**src/rtl/spi_adc_pkg.sv**
```systemverilog
// Shared constants, state types and the command-byte helper for the SPI ADC scanner.
package spi_adc_pkg;

  localparam int unsigned NCH_MAX       = 4;
  localparam int unsigned DW            = 12;
  localparam int unsigned DIVW          = 8;
  localparam int unsigned PERW          = 29;
  localparam int unsigned CHW           = 2;
  localparam int unsigned PCW           = 5;

  localparam int unsigned FRAME_PERIODS = 24;
  localparam int unsigned CMD_BITS      = 8;
  localparam int unsigned SAMPLE_FIRST  = 10;
  localparam int unsigned SAMPLE_LAST   = 21;

  localparam logic [3:0] CMD_TAIL = 4'b0111;

  // Input-select code per channel, index 0 is channel 0
  localparam logic [NCH_MAX-1:0][2:0] CH_SEL = {3'b110, 3'b010, 3'b101, 3'b001};

  typedef enum logic [2:0] {
    S_IDLE,
    S_PICK,
    S_XFER,
    S_GAP,
    S_DONE
  } scan_state_e;

  typedef enum logic [1:0] {
    PH_IDLE,
    PH_SETUP,
    PH_LOW,
    PH_HIGH
  } xfer_phase_e;

  // Control byte sent to the converter for a given channel
  function automatic logic [CMD_BITS-1:0] make_cmd(input logic [CHW-1:0] ch);
    return {1'b1, CH_SEL[ch], CMD_TAIL};
  endfunction

endpackage

```
**src/rtl/spi_adc_scan_if.sv**
```systemverilog
// Result stream: sample plus channel index with valid/ready handshake.
interface spi_adc_scan_if;

  logic [spi_adc_pkg::DW-1:0]  data;
  logic [spi_adc_pkg::CHW-1:0] ch;
  logic                        valid;
  logic                        ready;

  modport master (output data, ch, valid, input ready);
  modport slave  (input data, ch, valid, output ready);

endinterface

```
**src/rtl/spi_adc_xfer.sv**
```systemverilog
// Single SPI frame: setup, 24 dclk periods, command out, 12-bit result in.
module spi_adc_xfer
  import spi_adc_pkg::*;
(
  input  logic                clk_i,
  input  logic                rst_i,
  input  logic                go,
  input  logic [CMD_BITS-1:0] cmd,
  input  logic [DIVW-1:0]     kmax,
  input  logic                miso,
  output logic                cs,
  output logic                dclk,
  output logic                mosi,
  output logic [DW-1:0]       result,
  output logic                done_c
);

  xfer_phase_e         phase, phase_n;
  logic [DIVW-1:0]     hcnt;
  logic [PCW-1:0]      pcnt;
  logic [CMD_BITS-1:0] cmd_sr;
  logic                half_end_c;
  logic                last_c;
  logic                enter_low_c;
  logic                samp_c;

  assign half_end_c  = (hcnt == kmax);
  assign last_c      = (pcnt == PCW'(FRAME_PERIODS));
  assign enter_low_c = (phase_n == PH_LOW) && (phase != PH_LOW);
  assign samp_c      = (phase == PH_LOW) && half_end_c &&
                       (pcnt >= PCW'(SAMPLE_FIRST)) && (pcnt <= PCW'(SAMPLE_LAST));

  // Phase register
  always_ff @(posedge clk_i or posedge rst_i) begin
    if (rst_i) phase <= PH_IDLE;
    else       phase <= phase_n;
  end

  // Phase sequencing; done_c marks the last cycle with cs low
  always_comb begin
    phase_n = phase;
    done_c  = 1'b0;
    case (phase)
      PH_IDLE:  if (go) phase_n = PH_SETUP;
      PH_SETUP: if (half_end_c) phase_n = PH_LOW;
      PH_LOW:   if (half_end_c) phase_n = PH_HIGH;
      PH_HIGH: begin
        if (half_end_c) begin
          if (last_c) begin
            phase_n = PH_IDLE;
            done_c  = 1'b1;
          end else begin
            phase_n = PH_LOW;
          end
        end
      end
      default:  phase_n = PH_IDLE;
    endcase
  end

  // Half-period divider, pins and shift registers
  always_ff @(posedge clk_i or posedge rst_i) begin
    if (rst_i) begin
      hcnt   <= '0;
      pcnt   <= '0;
      cmd_sr <= '0;
      result <= '0;
      cs     <= 1'b1;
      dclk   <= 1'b0;
      mosi   <= 1'b0;
    end else begin
      hcnt <= ((phase == PH_IDLE) || half_end_c) ? '0 : hcnt + DIVW'(1);
      if ((phase == PH_IDLE) && go) begin
        cs     <= 1'b0;
        cmd_sr <= cmd;
        pcnt   <= '0;
      end
      // Command bits drain MSB-first; the register is empty after 8 shifts
      if (enter_low_c) begin
        dclk   <= 1'b0;
        mosi   <= cmd_sr[CMD_BITS-1];
        cmd_sr <= {cmd_sr[CMD_BITS-2:0], 1'b0};
        pcnt   <= pcnt + PCW'(1);
      end
      if ((phase == PH_LOW) && half_end_c) dclk <= 1'b1;
      if (samp_c) result <= {result[DW-2:0], miso};
      if (done_c) begin
        cs   <= 1'b1;
        dclk <= 1'b0;
        mosi <= 1'b0;
      end
    end
  end

endmodule

```
**src/rtl/spi_adc_scan.sv**
```systemverilog
// Multi-channel ADC scanner: trigger/timer, scan FSM, channel pick, result register.
module spi_adc_scan
  import spi_adc_pkg::*;
#(
  parameter int unsigned NCH = NCH_MAX
) (
  input  logic              clk_i,
  input  logic              rst_i,
  input  logic              start_i,
  input  logic              auto_i,
  input  logic [PERW-1:0]   period_i,
  input  logic [DIVW-1:0]   kmax_i,
  input  logic [NCH-1:0]    ch_mask_i,
  input  logic              miso_i,
  output logic              mosi_o,
  output logic              dclk_o,
  output logic              cs_o,
  spi_adc_scan_if.master    out_if,
  output logic              busy_o,
  output logic              eos_o,
  output logic              ovr_o
);

  scan_state_e         state, state_n;
  logic [PERW-1:0]     timer;
  logic [PERW-1:0]     period_q;
  logic [DIVW-1:0]     kmax_q;
  logic [DIVW-1:0]     gap_cnt;
  logic [NCH-1:0]      rem_mask;
  logic [CHW-1:0]      cur_ch;
  logic [CHW-1:0]      sel_c;
  logic                found_c;
  logic                go_c;
  logic                fire_c;
  logic                acc_c;
  logic                load_c;
  logic                xfer_done_c;
  logic [CMD_BITS-1:0] cmd_c;
  logic [DW-1:0]       result;
  logic [DW-1:0]       data_q;
  logic [CHW-1:0]      ch_q;
  logic                valid_q;

  assign fire_c = auto_i && (timer == period_q);
  assign acc_c  = (state == S_IDLE) && (start_i || fire_c);
  assign load_c = (state == S_XFER) && xfer_done_c;
  assign cmd_c  = make_cmd(sel_c);

  assign out_if.data  = data_q;
  assign out_if.ch    = ch_q;
  assign out_if.valid = valid_q;

  // Lowest-index channel still pending in this scan
  always_comb begin
    found_c = 1'b0;
    sel_c   = '0;
    for (int i = int'(NCH) - 1; i >= 0; i--) begin
      if (rem_mask[i]) begin
        found_c = 1'b1;
        sel_c   = CHW'(i);
      end
    end
  end

  // Scan state register
  always_ff @(posedge clk_i or posedge rst_i) begin
    if (rst_i) state <= S_IDLE;
    else       state <= state_n;
  end

  // Scan next-state and frame launch
  always_comb begin
    state_n = state;
    go_c    = 1'b0;
    case (state)
      S_IDLE: if (acc_c) state_n = S_PICK;
      S_PICK: begin
        if (found_c) begin
          state_n = S_XFER;
          go_c    = 1'b1;
        end else begin
          state_n = S_DONE;
        end
      end
      S_XFER: if (xfer_done_c) state_n = S_GAP;
      S_GAP:  if (gap_cnt == '0) state_n = S_PICK;
      S_DONE: state_n = S_IDLE;
      default: state_n = S_IDLE;
    endcase
  end

  // Periodic trigger timer, restarted by every accepted trigger
  always_ff @(posedge clk_i or posedge rst_i) begin
    if (rst_i) begin
      timer    <= '0;
      period_q <= '0;
    end else begin
      if (!auto_i)               timer <= '0;
      else if (acc_c || fire_c)  timer <= '0;
      else                       timer <= timer + PERW'(1);
      if (!auto_i || acc_c) period_q <= period_i;
    end
  end

  // Per-scan snapshot of mask and divider, channel bookkeeping, gap counter
  always_ff @(posedge clk_i or posedge rst_i) begin
    if (rst_i) begin
      rem_mask <= '0;
      kmax_q   <= '0;
      cur_ch   <= '0;
      gap_cnt  <= '0;
    end else begin
      if (acc_c) begin
        rem_mask <= ch_mask_i;
        kmax_q   <= kmax_i;
      end
      if (go_c) begin
        rem_mask[sel_c] <= 1'b0;
        cur_ch          <= sel_c;
      end
      if (load_c)                                   gap_cnt <= kmax_q;
      else if ((state == S_GAP) && (gap_cnt != '0)) gap_cnt <= gap_cnt - DIVW'(1);
    end
  end

  // Result register with overwrite-on-overrun and status flags
  always_ff @(posedge clk_i or posedge rst_i) begin
    if (rst_i) begin
      data_q  <= '0;
      ch_q    <= '0;
      valid_q <= 1'b0;
      ovr_o   <= 1'b0;
      busy_o  <= 1'b0;
      eos_o   <= 1'b0;
    end else begin
      if (load_c) begin
        data_q  <= result;
        ch_q    <= cur_ch;
        valid_q <= 1'b1;
        if (valid_q && !out_if.ready) ovr_o <= 1'b1;
      end else if (valid_q && out_if.ready) begin
        valid_q <= 1'b0;
      end
      if (acc_c && start_i) ovr_o <= 1'b0;
      busy_o <= (state_n != S_IDLE);
      eos_o  <= (state == S_PICK) && !found_c;
    end
  end

  spi_adc_xfer u_xfer (
    .clk_i  (clk_i),
    .rst_i  (rst_i),
    .go     (go_c),
    .cmd    (cmd_c),
    .kmax   (kmax_q),
    .miso   (miso_i),
    .cs     (cs_o),
    .dclk   (dclk_o),
    .mosi   (mosi_o),
    .result (result),
    .done_c (xfer_done_c)
  );

endmodule

```
**src/flat_wrapper.sv**
```systemverilog
// flat-port wrapper written by rule: the top's interface ports become plain ports
module spi_adc_scan_flat import spi_adc_pkg::*;
#(
  parameter int unsigned NCH = NCH_MAX
)
  (clk_i, rst_i, start_i, auto_i, period_i, kmax_i, ch_mask_i, miso_i, mosi_o, dclk_o, cs_o, busy_o, eos_o, ovr_o, out_if_data, out_if_ch, out_if_valid, out_if_ready);
  spi_adc_scan_if out_if_i ();
  input  logic clk_i;
  input  logic rst_i;
  input  logic start_i;
  input  logic auto_i;
  input  logic [PERW-1:0] period_i;
  input  logic [DIVW-1:0] kmax_i;
  input  logic [NCH-1:0] ch_mask_i;
  input  logic miso_i;
  output logic mosi_o;
  output logic dclk_o;
  output logic cs_o;
  output logic busy_o;
  output logic eos_o;
  output logic ovr_o;
  output wire logic [$bits(out_if_i.data)-1:0] out_if_data;
  output wire logic [$bits(out_if_i.ch)-1:0] out_if_ch;
  output wire logic [$bits(out_if_i.valid)-1:0] out_if_valid;
  input wire logic [$bits(out_if_i.ready)-1:0] out_if_ready;
  assign out_if_data = out_if_i.data;
  assign out_if_ch = out_if_i.ch;
  assign out_if_valid = out_if_i.valid;
  assign out_if_i.ready = out_if_ready;
  spi_adc_scan #(.NCH(NCH)) u_core (.clk_i(clk_i), .rst_i(rst_i), .start_i(start_i), .auto_i(auto_i), .period_i(period_i), .kmax_i(kmax_i), .ch_mask_i(ch_mask_i), .miso_i(miso_i), .mosi_o(mosi_o), .dclk_o(dclk_o), .cs_o(cs_o), .out_if(out_if_i), .busy_o(busy_o), .eos_o(eos_o), .ovr_o(ovr_o));
endmodule
```
**config.mk**
```make
export PLATFORM = sky130hd
export DESIGN_NAME = spi_adc_scan_flat
export DESIGN_NICKNAME = d
export VERILOG_FILES = /design/src/rtl/spi_adc_pkg.sv /design/src/rtl/spi_adc_scan_if.sv /design/src/rtl/spi_adc_xfer.sv /design/src/rtl/spi_adc_scan.sv /design/src/flat_wrapper.sv
export SDC_FILE = /design/constraint.sdc
export NUM_CORES = 1
export LEC_CHECK = 0
export ABC_AREA = 1
export CAP_MARGIN = 20
export CORE_UTILIZATION = 55
export DETAILED_ROUTE_END_ITERATION = 8
export PLACE_DENSITY = 0.77
export SLEW_MARGIN = 40
export SYNTH_ARGS = -nofsm -noshare
export SYNTH_HDL_FRONTEND = slang
export SYNTH_SLANG_ARGS = --single-unit
```
**constraint.sdc**
```tcl
create_clock -name clk_i -period 5.8 [get_ports clk_i]
set_input_delay 1.45 -clock clk_i [delete_from_list [all_inputs] [get_ports clk_i]]
set_output_delay 1.45 -clock clk_i [all_outputs]
set_load 0.005 [all_outputs]
```
==> metrics.md <==
| Metric | Value |
|---|---|
| Status | `complete, no violations` |
| Sw power | `0.000960 W` |
| Final antenna-violating net count | `0` |
| Total internal power | `0.00203 W` |
| Slowest stage cell, crit path | `nand2_1` |
| Final Cycle Share | `57.5%` |
| Ports | `between 60 and 70` |
| Port Buffer Count | `67` |
| Fmax | `0.300 GHz` |
| Total power | `about 0.003 W` |
| Hold WC Path Type | `reg2reg` |
| Number of DRC markers in iteration 0 | `550` |
| Netlist cell types | `37` |
| CTS buffer count | `17` |
| Pins Over Slew Limit | `0` |
| Postcts setup bufs | `0` |
| Clock share of power | `35.1%` |
| Nets@finish | `between 1000 and 1500` |
| Core area | `12800 sq um` |
| R2R cell count | `10` |
| LEAKAGE | `4.26 nW` |
| RSZ-0062 raised after global routing | `no` |
| Most used cell, CP | `nand2_1` |
| Largest net degree at the start of global routing | `112` |
| Hpwl dp | `around 12000 microns` |
| Cell Area, Placed | `slightly above 8000 sq um` |
| Synthesized area | `~7300 sq um` |
| Arrival @ worst endpoint | `3.60 ns` |
| Grt ovf | `0` |
| Post-synthesis sequential area ratio | `a little under half` |
| Slew @ Worst Pin | `between 0.7 and 0.8 ns` |
| Setup Crit Path Kind | `in2reg` |
| Final weighted congestion in routability-driven placement | `0.949` |
| Flop pwr share | `42.9%` |
| Die area | `13800 sq um` |
| Placed cell count | `1187` |
| Hold Startpoint | `u_core.u_xfer.cs` |
| Initial antenna violation count | `0` |
| Setup_tns | `0 ns` |
| Gate power share | `22.0%` |
| Die H | `117 microns` |
| Resized Gates After CTS | `0` |
| Mean routed wirelength per cell | `14.0 microns` |
| Share of layout cells above drive strength 1 | `4.20%` |
| Filler Cell Count | `between 1000 and 1500` |
| Clock transition at path regs | `0.06 ns` |
| Antenna cell count | `0` |
| Peak supply drop | `0.000260 V` |
| R2R setup slack | `3.07 ns` |
| Cells along the critical path | `clkdlybuf4s50_1, inv_1, a21oi_1, nand2_1, nor2_1, nand2_1, nor2_1, nand2_1, nand2_2, inv_1, nand2_1, nor2_1` |
| Critical Path Max Stage Delay | `0.53 ns` |
| Post-Syn Nets | `1025` |
| Non-Filler Instances | `1219` |
| FP Rows | `41` |
| Max Cap Viol | `0` |
| CP startpoint kind | `input pin` |
| Initial Util | `a little under three fifths` |
| Max FO, Critical Path | `20` |
| Post-synthesis sequential element count | `139` |
| Hold Path End | `u_core.u_xfer.cs` |
| Area Overhead vs Synth | `18.0%` |
| Via density | `slightly above 5` |
| Clock Latency Late Sink | `between 0.4 and 0.5 ns` |
| Clock Sinks | `139` |
| Total track usage | `roughly a quarter` |
| Max transition margin | `49.3%` |
| CTS tree | `built` |
| PwrDens | `347 nW/um^2` |
| Worst path required time | `6.07 ns` |
| Finished Cell Area | `approximately 8600 sq um` |
| Hold depth | `2` |
| Max Root-Sink Buffers | `2` |
| Final Hold Vio Count | `0` |
| R2R Path Start | `u_core.kmax_q[6]` |
| DR DRC count | `0` |
| Crit end category | `register` |
| Final setup fails | `0` |
| H-tree levels | `4` |
| Die width | `117 microns` |
| Vias | `6236` |
| Switching Share | `32.1%` |
| DR pass1 iterations | `6` |
| Min Tclk post-route | `roughly 3.3 ns` |
| Vias in the first global route | `5943` |
| Routed WL | `17100 microns` |
| Clk root buf | `clkbuf_16` |
| Mean Syn Cell Area | `7.54 sq um` |
| Synthesis Warnings | `0` |
| First-pass GRT wire length | `28900 microns` |
| Worst Clk Skew | `between 0.008 and 0.009 ns` |
| Worst reg2reg path endpoint | `u_core.gap_cnt[5]` |
| # hold bufs at CTS | `0` |
| Post-Synthesis Cells | `slightly below 1000` |
critical path: cells and delay by family:
kind / cells / cell delay (ns)
AOI/OAI and AO/OA: 1 / 0.13
buffers and inverters: 3 / 0.74
and+or+nand+nor: 8 / 1.25
cell usage in the layout (no fill, tap or decap), types with 4 or more instances in the layout:
cell             instances
clkinv_2                 5
nand3b_1                 4
nor3_1                  27
a21oi_1                 13
clkbuf_16               17
o211ai_1                 6
nand3_1                 70
inv_1                  139
o21ai_0                 47
nand2_1                307
xor2_1                  25
xnor2_1                 15
clkbuf_1                 5
dfrtp_1                138
nor2_1                 100
ha_1                     8
clkdlybuf4s50_1         67
nand4_1                 15
final cells by class:
| cell class | instances | area (sq um) | share of cell area [%] |
|---|---|---|---|
| flip-flops and latches | 139 | 3480 | 40.3 |
| multi-input cells | 664 | 3140 | 36.3 |
| repair buffers | 69 | 686 | 7.94 |
| inverters | 143 | 549 | 6.36 |
| clock buffers | 24 | 472 | 5.47 |
| well taps | 172 | 215 | 2.49 |
| clock inverters | 8 | 93.8 | 1.09 |
per-layer routing:
| layer | GRT usage [%] | vias to the layer above | share of wire, % |
|---|---|---|---|
| met5 | 0 | - | 0 |
| met4 | 8.44 | 0 | 1.3 |
| met3 | 5.64 | 20 | 5.5 |
| met2 | 41.6 | 185 | 47 |
| met1 | 37.4 | 2882 | 46 |
| li1 | - | 3149 | - |
cell usage after synthesis:
master    number  area share [%]
clkbuf_1       6            0.31
inv_1        140             7.2
nand3_2        3            0.41
nor3b_1        3            0.31
buf_4          3            0.31
o21ai_0       47             3.2
nor3_1        27             1.8
buf_6          7             1.1
o21bai_1       2            0.21
o31ai_1        1            0.10
nor2_1       100             5.1
o211ai_1       6            0.62
nand2_1      307              16
nand3b_1       4            0.41
inv_2          3            0.15
dfrtp_1      138              47
nand2b_1       1           0.086
and2_1         1           0.086
nor3_2         3            0.41
nor2_2         1           0.086
a21oi_1       13            0.89
xnor2_1       15             1.8
and3_1         2            0.17
nand3_1       70             4.8
buf_2          5            0.34
o21ai_1        2            0.14
buf_1          2            0.10
nand4_1       15             1.3
ha_1           8             1.4
nand2_2        1           0.086
o22ai_1        3            0.26
and3_2         1            0.10
xor2_1        25             3.0
clkbuf_2       1           0.068
nor4_1         2            0.17
nand2_4        1            0.15
dfstp_2        1            0.36
power groups by stage:
stage	clock network (W)	registers [W]	logic, W
finish	0.00105	0.00128	0.000659
detailed placement	0	0.00129	0.000654
global route	0.00111	0.00131	0.000760
global placement	0	0.00129	0.000635
CTS	0.00106	0.00128	0.000660
floorplan	0	0.00125	0.000509
kinds of logic (layout without fill, tap and decap cells):
group | after synthesis | in the layout | synth area share [%]
and+or+nand+nor | 542 | 542 | 31.3
buffers and inverters | 167 | 244 | 9.55
DFF | 139 | 139 | 47.6
AOI/OAI and AO/OA | 74 | 74 | 5.42
xor gates and xnor gates | 40 | 40 | 4.79
adders and majority gates | 8 | 8 | 1.37
sequential cells by signal, summed over array words and instances (netlist names), 2 cells and up:
register              flops
u_core.cur_ch             2
u_core.period_q          29
u_core.rem_mask           4
u_core.state              3
u_core.u_xfer.hcnt        8
u_core.u_xfer.pcnt        5
u_core.kmax_q             8
u_core.u_xfer.result     12
u_core.gap_cnt            8
u_core.u_xfer.cmd_sr      8
u_core.out_if.ch          2
u_core.timer             29
u_core.u_xfer.phase       2
u_core.out_if.data       12
worst max-delay path by stage:
stage	cells after the start	end	start	slack, ns
floorplan	1	u_core.busy_o	rst_i	0.63
global placement	12	u_core.timer[17]	auto_i	2.11
detailed placement	12	u_core.timer[18]	auto_i	2.05
global route	12	u_core.timer[0]	auto_i	2.23
CTS	12	u_core.timer[0]	auto_i	2.48
finish	12	u_core.timer[0]	auto_i	2.47
stage by stage:
stage               util, %  hold slack, ns  setup slack [ns]
detailed placement     63.1           0.467              2.05
finish                 67.6           0.472              2.47
floorplan                 -           0.442             0.627
global route           67.6           0.495              2.23
CTS                    67.5           0.477              2.48
global placement       63.1           0.459              2.11
Power figures use the tool's default switching activity.
